$ cat src/rtl/serial_pkg.sv
`default_nettype none
// ============================================================================
//  Module      : serial_pkg
//  Description : Shared types, constants and helpers for the serial front
//                ends (bit_serializer and its hold slot).
//                - SER_WIDTH_DEFAULT : default parallel word width
//                - SER_WIDTH_MAX     : widest legal word
//                - ser_cnt_t         : bit counter wide enough for 0..WIDTH
//                - ser_state_e       : IDLE/SHIFT view derived from the counter
//                - head_index()      : index of the bit that leaves first
//  Revision    : 1.0 - initial release
// ============================================================================
package serial_pkg;

  localparam int SER_WIDTH_DEFAULT = 8;
  localparam int SER_WIDTH_MAX     = 32;

  // Sized for the widest legal word so every instance can share one type;
  // this holds any count in 0..WIDTH for WIDTH up to SER_WIDTH_MAX.
  typedef logic [$clog2(SER_WIDTH_MAX + 1)-1:0] ser_cnt_t;

  typedef enum logic {
    ST_IDLE  = 1'b0,
    ST_SHIFT = 1'b1
  } ser_state_e;

  function automatic int head_index(input int width, input bit msb_first);
    return msb_first ? (width - 1) : 0;
  endfunction

endpackage
`default_nettype wire

$ cat src/rtl/ser_hold_slot.sv
`default_nettype none
// ============================================================================
//  Module      : ser_hold_slot
//  Description : One-entry holding register for serial front ends. A word is
//                parked here while the shifter is still busy with the
//                previous one, and handed over when the shifter drains.
//  Ports       : clk      - clock
//                reset    - synchronous, active-high reset
//                load_i   - capture data_i and mark the slot full
//                data_i   - word to park
//                drain_i  - the parked word has been taken; mark empty
//                data_o   - parked word
//                full_o   - slot holds a word
//  Revision    : 1.0 - initial release
// ============================================================================
module ser_hold_slot
  import serial_pkg::*;
#(
  parameter int WIDTH = SER_WIDTH_DEFAULT
) (
  input  logic             clk,
  input  logic             reset,
  input  logic             load_i,
  input  logic [WIDTH-1:0] data_i,
  input  logic             drain_i,
  output logic [WIDTH-1:0] data_o,
  output logic             full_o
);

  logic [WIDTH-1:0] data_q;
  logic             full_q;

  // A simultaneous load and drain keeps the slot full with the new word.
  always_ff @(posedge clk) begin
    if (reset) begin
      data_q <= '0;
      full_q <= 1'b0;
    end else if (load_i) begin
      data_q <= data_i;
      full_q <= 1'b1;
    end else if (drain_i) begin
      full_q <= 1'b0;
    end
  end

  assign data_o = data_q;
  assign full_o = full_q;

endmodule
`default_nettype wire

$ cat src/rtl/bit_serializer.sv
`default_nettype none
// ============================================================================
//  Module      : bit_serializer
//  Description : Parallel-to-serial front end for a serial pattern detector.
//                Accepts WIDTH-bit words on a valid/ready handshake and
//                shifts them out one bit per enabled clock. A one-entry hold
//                slot lets consecutive words stream with no idle gap; with
//                nothing in flight the output carries IDLE_BIT.
//  Ports       : clk       - clock
//                reset     - synchronous, active-high reset
//                enable    - shift enable; 0 freezes the shifter
//                in_data   - parallel word
//                in_valid  - in_data is valid
//                in_ready  - word accepted when in_valid && in_ready
//                ser_bit   - serial bit (IDLE_BIT when ser_valid=0)
//                ser_valid - ser_bit carries payload
//                ser_last  - ser_bit is the final bit of the word
//                busy      - a word is shifting or parked
//  Revision    : 1.0 - initial release
// ============================================================================
module bit_serializer
  import serial_pkg::*;
#(
  parameter int WIDTH     = SER_WIDTH_DEFAULT,
  parameter bit MSB_FIRST = 1'b1,
  parameter bit IDLE_BIT  = 1'b0
) (
  input  logic             clk,
  input  logic             reset,
  input  logic             enable,
  input  logic [WIDTH-1:0] in_data,
  input  logic             in_valid,
  output logic             in_ready,
  output logic             ser_bit,
  output logic             ser_valid,
  output logic             ser_last,
  output logic             busy
);

  localparam int       C_HEAD     = head_index(WIDTH, MSB_FIRST);
  localparam ser_cnt_t C_CNT_FULL = ser_cnt_t'(WIDTH);
  localparam ser_cnt_t C_CNT_ONE  = ser_cnt_t'(1);

  logic [WIDTH-1:0] shreg_q, shreg_d;
  ser_cnt_t         cnt_q, cnt_d;

  ser_state_e       w_state;
  logic [WIDTH-1:0] w_shifted;
  logic             w_head;
  logic             w_accept;
  logic             w_hold_load;
  logic             w_hold_drain;
  logic [WIDTH-1:0] w_hold_data;
  logic             w_hold_full;

  // --------------------------------------------------------------------------
  // Hold slot
  // --------------------------------------------------------------------------
  ser_hold_slot #(
    .WIDTH (WIDTH)
  ) u_hold (
    .clk     (clk),
    .reset   (reset),
    .load_i  (w_hold_load),
    .data_i  (in_data),
    .drain_i (w_hold_drain),
    .data_o  (w_hold_data),
    .full_o  (w_hold_full)
  );

  // --------------------------------------------------------------------------
  // Shift direction: the register always moves toward the head bit and the
  // vacated position fills with 0.
  // --------------------------------------------------------------------------
  generate
    if (MSB_FIRST) begin : g_msb_first
      assign w_shifted = {shreg_q[WIDTH-2:0], 1'b0};
    end else begin : g_lsb_first
      assign w_shifted = {1'b0, shreg_q[WIDTH-1:1]};
    end
  endgenerate

  assign w_head  = shreg_q[C_HEAD];
  assign w_state = (cnt_q != '0) ? ST_SHIFT : ST_IDLE;

  // Reset forces in_ready low so nothing is accepted on the reset edge.
  assign in_ready  = !w_hold_full && !reset;
  assign w_accept  = in_valid && in_ready;

  assign ser_valid = (w_state == ST_SHIFT) && enable;
  assign ser_bit   = ser_valid ? w_head : IDLE_BIT;
  assign ser_last  = ser_valid && (cnt_q == C_CNT_ONE);
  assign busy      = (w_state == ST_SHIFT) || w_hold_full;

  // --------------------------------------------------------------------------
  // Next-state logic
  // --------------------------------------------------------------------------
  always_comb begin
    shreg_d      = shreg_q;
    cnt_d        = cnt_q;
    w_hold_load  = 1'b0;
    w_hold_drain = 1'b0;
    unique case (w_state)
      ST_IDLE: begin
        // Loads even with enable low; output stays idle until enabled.
        if (w_accept) begin
          shreg_d = in_data;
          cnt_d   = C_CNT_FULL;
        end
      end
      ST_SHIFT: begin
        if (enable && (cnt_q == C_CNT_ONE)) begin
          // Last bit leaves on this edge: chain straight into the next word.
          // A parked word has priority; in_ready is low while it is parked,
          // so the two branches never compete for the same edge.
          if (w_hold_full) begin
            shreg_d      = w_hold_data;
            cnt_d        = C_CNT_FULL;
            w_hold_drain = 1'b1;
          end else if (w_accept) begin
            shreg_d = in_data;
            cnt_d   = C_CNT_FULL;
          end else begin
            cnt_d = '0;
          end
        end else begin
          if (enable) begin
            shreg_d = w_shifted;
            cnt_d   = cnt_q - C_CNT_ONE;
          end
          // Mid-word acceptance parks the word, independent of enable.
          w_hold_load = w_accept;
        end
      end
      default: begin
        shreg_d = shreg_q;
      end
    endcase
  end

  always_ff @(posedge clk) begin
    if (reset) begin
      shreg_q <= '0;
      cnt_q   <= '0;
    end else begin
      shreg_q <= shreg_d;
      cnt_q   <= cnt_d;
    end
  end

endmodule
`default_nettype wire

$ cat config.mk
export PLATFORM = sky130hd
export DESIGN_NAME = bit_serializer
export DESIGN_NICKNAME = d
export VERILOG_FILES = /design/src/rtl/serial_pkg.sv /design/src/rtl/ser_hold_slot.sv /design/src/rtl/bit_serializer.sv
export SDC_FILE = /design/constraint.sdc
export NUM_CORES = 1
export LEC_CHECK = 0
export BUFFER_PORTS_ARGS = -buffer_cell sky130_fd_sc_hd__buf_2
export CORE_MARGIN = 5
export CORE_UTILIZATION = 31
export CTS_CLUSTER_DIAMETER = 60
export DETAILED_ROUTE_END_ITERATION = 16
export GPL_ROUTABILITY_DRIVEN = 0
export PLACE_DENSITY = 0.56
export SKIP_CTS_REPAIR_TIMING = 1
export SLEW_MARGIN = 15
export SYNTH_ARGS = -nofsm -noshare
export SYNTH_HDL_FRONTEND = slang
export SYNTH_SLANG_ARGS = --single-unit
export TNS_END_PERCENT = 10
$ cat constraint.sdc
create_clock -name clk -period 2.6 [get_ports clk]
set_input_delay 0.52 -clock clk [delete_from_list [all_inputs] [get_ports clk]]
set_output_delay 0.52 -clock clk [all_outputs]
set_load 0.01 [all_outputs]
==> impl_metrics.toml, run 1 <==
[outcome]
status = "finished, final reports clean"

[floorplanning]
initial_core_util_pct = 31.6
fp-row-count = 24
dieArea_um2 = 5840
fp.dieH_um = 76.4
coreArea_um2 = 4320
io-pin-count = 17
dieWidth_um = 76.4

[grt]
grt_max_degree = 21
grt_pass1_wl_um = 5690
grt_overflow = 0
antenna_found_initial = 0
first_global_vias = 1190
grtUsageTotal_pct = 11.6

[worst_setup_path]
rrSetupSlack_ns = 0.58
cp.required_ns = 2.08
crit_fanout = 9
r2r_end = "u_hold.data_o[1]"
cp_slowest_stage_delay_ns = 0.77
rr_startpoint = "cnt_q[2]"
end_kind = "primary output"
setup.worst_path.start = "cnt_q[2]"
worst_setup_path_start_kind = "register"
crit_arrival_ns = 1.97
cp_cell_sequence = "or4_1 > or3_1 > buf_2"
slowest_stage = "or4_1"
reg2reg_depth = 4
path_class = "reg2out"

[synthesis]
yosys-top-cells-count = "23 x dfxtp_1, 15 x nor2_1"
netlist_area_um2 = 1370
ys.flop_type = "dfxtp_1"
synth_adder_area_share_pct = 2.75
muxShareOfSynthArea_pct = 14.7
synthArstFlopShare_pct = 0
synth_edf_count = 0
synth_simple_gate_area_share_pct = 22.8
syn_area_per_cell_um2 = 8.59
ys_seq_area_share_pct = 33.7
synth_area_leader_cell = "dfxtp_1"
ys_ff_latch = 23
ys_types = 33
synth_xor_area_share_pct = 0.641
syn-num-nets = 174
yosysWarnings = 0
synth_compound_area_share_pct = 20.0
yosysMostFrequentCell = "dfxtp_1"
syn_inst = 159
yosys.area.top_type_share_pct = 33.7
synth_top_family_by_area = "simple AND/OR/NAND/NOR gates"
synth.area.top_cells = "dfxtp_1 34%, mux2i_1 8.1%, mux2_2 6.6%"

[cells_and_area]
antenna_cells = 0
area_growth_pct = 13.9
nFillCells = 484
fin_util_pct = 36.0
layout-drive-gt1-share_pct = 22.7
fin_nets = 192

[clock_tree]
clockBufferDepth = 2
clock-sinks = 23
cts_tree = "yes"
h-tree-depth = 1
cts_root_buf = "clkbuf_8"
clkSlewWorstSetupHoldPaths_ns = 0.08
cts_buffers = 3
clk_latency_ns = 0.27

[drt]
drt_iter0_drc = 69
viasPerCell = 5.25
post_drt_wl_per_cell_um = 14.9
first_pass_iters = 4
drc = 0
vias = 1198
highest_layer = "met4"
wl_um = 3390
final_antenna_net_count = 0
route.met2.wl_um = 1530
m1WireLength_um = 1730
dr_wl_met3_um = 71

[timing]
finClkSkew_ns = 0.00471
slew_viol_final = 0
slew_headroom_pct = 64.1
min_period_ns = 2.49
fmax_mhz = 401
hold_viol_final = 0
fin_crit_sh_pct = 95.9
rsz0062_at_grt = "false"
setup_viol = 0
tightest_slew_ns = 0.535
fin_tns_setup_ns = 0

[worst_hold_path]
hp-class = "reg2reg"
holdPathEnd = "u_hold.data_o[3]"
min-delay-start = "u_hold.data_o[3]"
whs_path_depth = 2

[pwr]
peakVddDrop_mv = 0.408
total_leakage_power_nw = 0.631
p_per_area_nw_per_um2 = 1190
total_power_w = 0.00185

[run]
max-cap-violations = 0

[placed_design]
hpwl_um = 2420
port_buffers = 16
[power breakdown]
group / internal [W] / switching (W) / total (W) / leakage [nW]
Clock: 0.000110 / 0.000119 / 0.000228 / 0.0228
Sequential: 0.000456 / 0.000107 / 0.000563 / 0.188
Combinational: 0.000440 / 0.000614 / 0.00105 / 0.420
Total: 0.00101 / 0.000840 / 0.00185 / 0.631
[state kept, by name (all words and copies together) (netlist names)]
signal	count
cnt_q	6
u_hold.full_o	1
shreg_q	8
u_hold.data_o	8
[cell usage in the layout, fill, tap and decap left out, drive strengths merged]
| master | instances |
|---|---|
| dfxtp | 23 |
| buf | 22 |
| nor2 | 15 |
| nand3 | 11 |
| a21oi | 11 |
| mux2i | 11 |
| o22ai | 11 |
| inv | 8 |
| nand2 | 8 |
| mux2 | 8 |
| nand2b | 7 |
| o211ai | 5 |
| a31oi | 5 |
| nor3 | 4 |
| clkbuf | 4 |
| a32oi | 3 |
| ha | 3 |
| o21ai | 3 |
| nand3b | 2 |
| or3b | 2 |
| nand4b | 2 |
| or4 | 1 |
| or3 | 1 |
| nor4 | 1 |
| nor3b | 1 |
| and3 | 1 |
| xor2 | 1 |
| o2bb2ai | 1 |
| o31ai | 1 |
[metal layers]
| metal | track usage, % | up-vias |
|---|---|---|
| li1 | - | 620 |
| met4 | 4.20 | 0 |
| met5 | 0 | - |
| met1 | 16.0 | 557 |
| met2 | 18.4 | 16 |
| met3 | 1.54 | 5 |
[cell type report]
type / count / area (µm²) / share of cell area (%)
inverter: 8 / 30.0 / 1.93
tap: 52 / 65.1 / 4.18
clock buffer: 4 / 45.0 / 2.89
sequential: 23 / 460 / 29.6
timing repair buffer: 22 / 125 / 8.04
multi-input combinational: 119 / 831 / 53.4
[stage by stage]
| step | cell area (µm²) | cells | hold slack (ns) | worst slack (ns) |
|---|---|---|---|---|
| after global placement | 1510 | 224 | 0.467 | 0.428 |
| after floorplan | 1370 | 159 | 0.454 | 0.681 |
| after detailed placement | 1510 | 224 | 0.475 | 0.416 |
| after global routing | 1560 | 228 | 0.517 | 0.0146 |
| final | 1560 | 228 | 0.489 | 0.106 |
| after CTS | 1560 | 228 | 0.496 | 0.0962 |
[cell families (layout without fill, tap and decap cells)]
family	Yosys count	in the layout
flip-flops	23	23
buffers and inverters	17	34
adder cells (fa/ha/maj)	3	3
AND/OR/NAND/NOR	56	56
XOR/XNOR	1	1
multiplexers	19	19
AO/OA/AOI/OAI	40	40
[critical path, delay by kind of cell (launching register included)]
family / cells / cell delay [ns]
buffers and inverters: 1 / 0.15
AND/OR/NAND/NOR: 2 / 1.17
flip-flops: 1 / 0.38
[worst max path at each step]
stage | endpoint
floorplan | busy
global placement | busy
detailed placement | busy
CTS | busy
global route | busy
finish | busy
(Power assumes the default switching activity.)
==> run 2, diff against run 1 <==
CORE_ASPECT_RATIO = 0.9   (was unset)
==> run 2 against run 1 <==
  * Register-to-register slack worse by 0.02 ns
  * Non-clock buffer count stayed put
  * Sequential share of layout area is 0.26 points lower
  * Via count is 1.3% higher
  * Highest routed layer unchanged
==> impl_metrics.toml, run 2 (synthesis results as in run 1) <==
[outcome]
status = "finished, final reports clean"

[timing]
slew_viol_final = 0
fin_crit_sh_pct = 90.7
finClkSkew_ns = 0.00433
rsz0062_at_grt = "false"
min_period_ns = 2.36
holdWs_ns = 0.500
fmax_mhz = 424
setup_viol = 0
fin_tns_setup_ns = 0
hold_viol_final = 0
slew_headroom_pct = 63.1
tightest_slew_ns = 0.550

[clock_tree]
clockBufferDepth = 2
clk_latency_ns = 0.26
h-tree-depth = 1
cts_root_buf = "clkbuf_8"
cts_tree = "yes"
clock-sinks = 23
cts_buffers = 3
clkSlewWorstSetupHoldPaths_ns = 0.08

[drt]
wl_um = 3230
drt_iter0_drc = 89
vias = 1213
first_pass_iters = 4
final_antenna_net_count = 0
drc = 0
viasPerCell = 5.14
post_drt_wl_per_cell_um = 13.7

[pwr]
total_leakage_power_nw = 0.631
peakVddDrop_mv = 0.415
p_per_area_nw_per_um2 = 1180

[cells_and_area]
fin_nets = 192
nFillCells = 463
antenna_cells = 0
layout-drive-gt1-share_pct = 23.3
final_cell_mix = "23 x dfxtp_1, 16 x buf_2, 15 x nor2_1"
layout_commonest_cell = "dfxtp_1"
area_growth_pct = 14.9
fin_util_pct = 37.5

[grt]
grtUsageTotal_pct = 11.9
grt_overflow = 0
first_global_vias = 1205
antenna_found_initial = 0
grt_pass1_wl_um = 5660
grt_max_degree = 21

[worst_setup_path]
reg2reg_depth = 6
end_kind = "primary output"
slowest_stage = "or4_4"
rr_startpoint = "cnt_q[0]"
cp_slowest_stage_delay_ns = 0.64
crit_fanout = 9
setup.worst_path.end = "ser_valid"
cp.required_ns = 2.08
path_class = "reg2out"
setup.worst_path.start = "cnt_q[2]"
cp_cell_sequence = "or4_4 > o21ai_4 > inv_1 > buf_2"
crit_arrival_ns = 1.84
r2r_end = "cnt_q[5]"
worst_setup_path_start_kind = "register"
rrSetupSlack_ns = 0.56

[floorplanning]
fp.dieH_um = 73.0
initial_core_util_pct = 32.7
coreArea_um2 = 4180
dieWidth_um = 80.0
fp-row-count = 22
dieArea_um2 = 5840
io-pin-count = 17

[placed_design]
hpwl_um = 2400
port_buffers = 16

[worst_hold_path]
hp-class = "reg2reg"

[run]
max-cap-violations = 0
==> run 2: cell counts in the layout (fill, tap and decap cells not counted) <==
Identical to the previous run, type by type.
==> run 2: worst min-delay path by stage <==
| stage | from | to | depth (start not counted) |
|---|---|---|---|
| floorplan | u_hold.data_o[3] | u_hold.data_o[3] | 2 |
| global placement | u_hold.data_o[5] | u_hold.data_o[5] | 2 |
| detailed placement | u_hold.data_o[3] | u_hold.data_o[3] | 2 |
| CTS | in_data[2] | u_hold.data_o[2] | 3 |
| global route | in_data[7] | u_hold.data_o[7] | 3 |
| finish | u_hold.data_o[1] | u_hold.data_o[1] | 2 |
==> run 2: per-stage QoR <==
| stage | cell area (µm²) | cells | worst slack (ns) | total power (W) |
|---|---|---|---|---|
| after floorplan | 1370 | 159 | 0.681 | 0.00137 |
| after global placement | 1520 | 232 | 0.359 | 0.00161 |
| after detailed placement | 1520 | 232 | 0.325 | 0.00162 |
| after CTS | 1570 | 236 | 0.0275 | 0.00185 |
| after global routing | 1570 | 236 | 0.121 | 0.00202 |
| final | 1570 | 236 | 0.241 | 0.00185 |
==> run 2: critical path: cells and delay by family (launching register included) <==
kind / cells / cell delay, ns
buf+inv: 2 / 0.27
simple gates: 1 / 0.64
flops: 1 / 0.37
compound gates: 1 / 0.30
==> run 2: final cells by class <==
type                       count  area (µm²)  area share (%)
clock buffer                   4        45.0            2.87
multi-input combinational    119         835            53.1
sequential                    23         460            29.3
timing repair buffer          22         125            7.97
inverter                       8        30.0            1.91
tap                           60        75.1            4.78
==> run 2: power breakdown <==
part	switching (W)	internal, W
Clock	0.000112	0.000109
Combinational	0.000616	0.000453
Sequential	0.000102	0.000456
Total	0.000830	0.00102
==> run 2: layer usage <==
metal	share of wire, %	wire length (µm)	vias up	track usage [%]
met5	0	0	-	0
met4	0.19	6	0	2.06
met3	4.1	131	2	3.46
li1	-	-	619	-
met1	49	1580	566	15.7
met2	47	1520	26	19.4
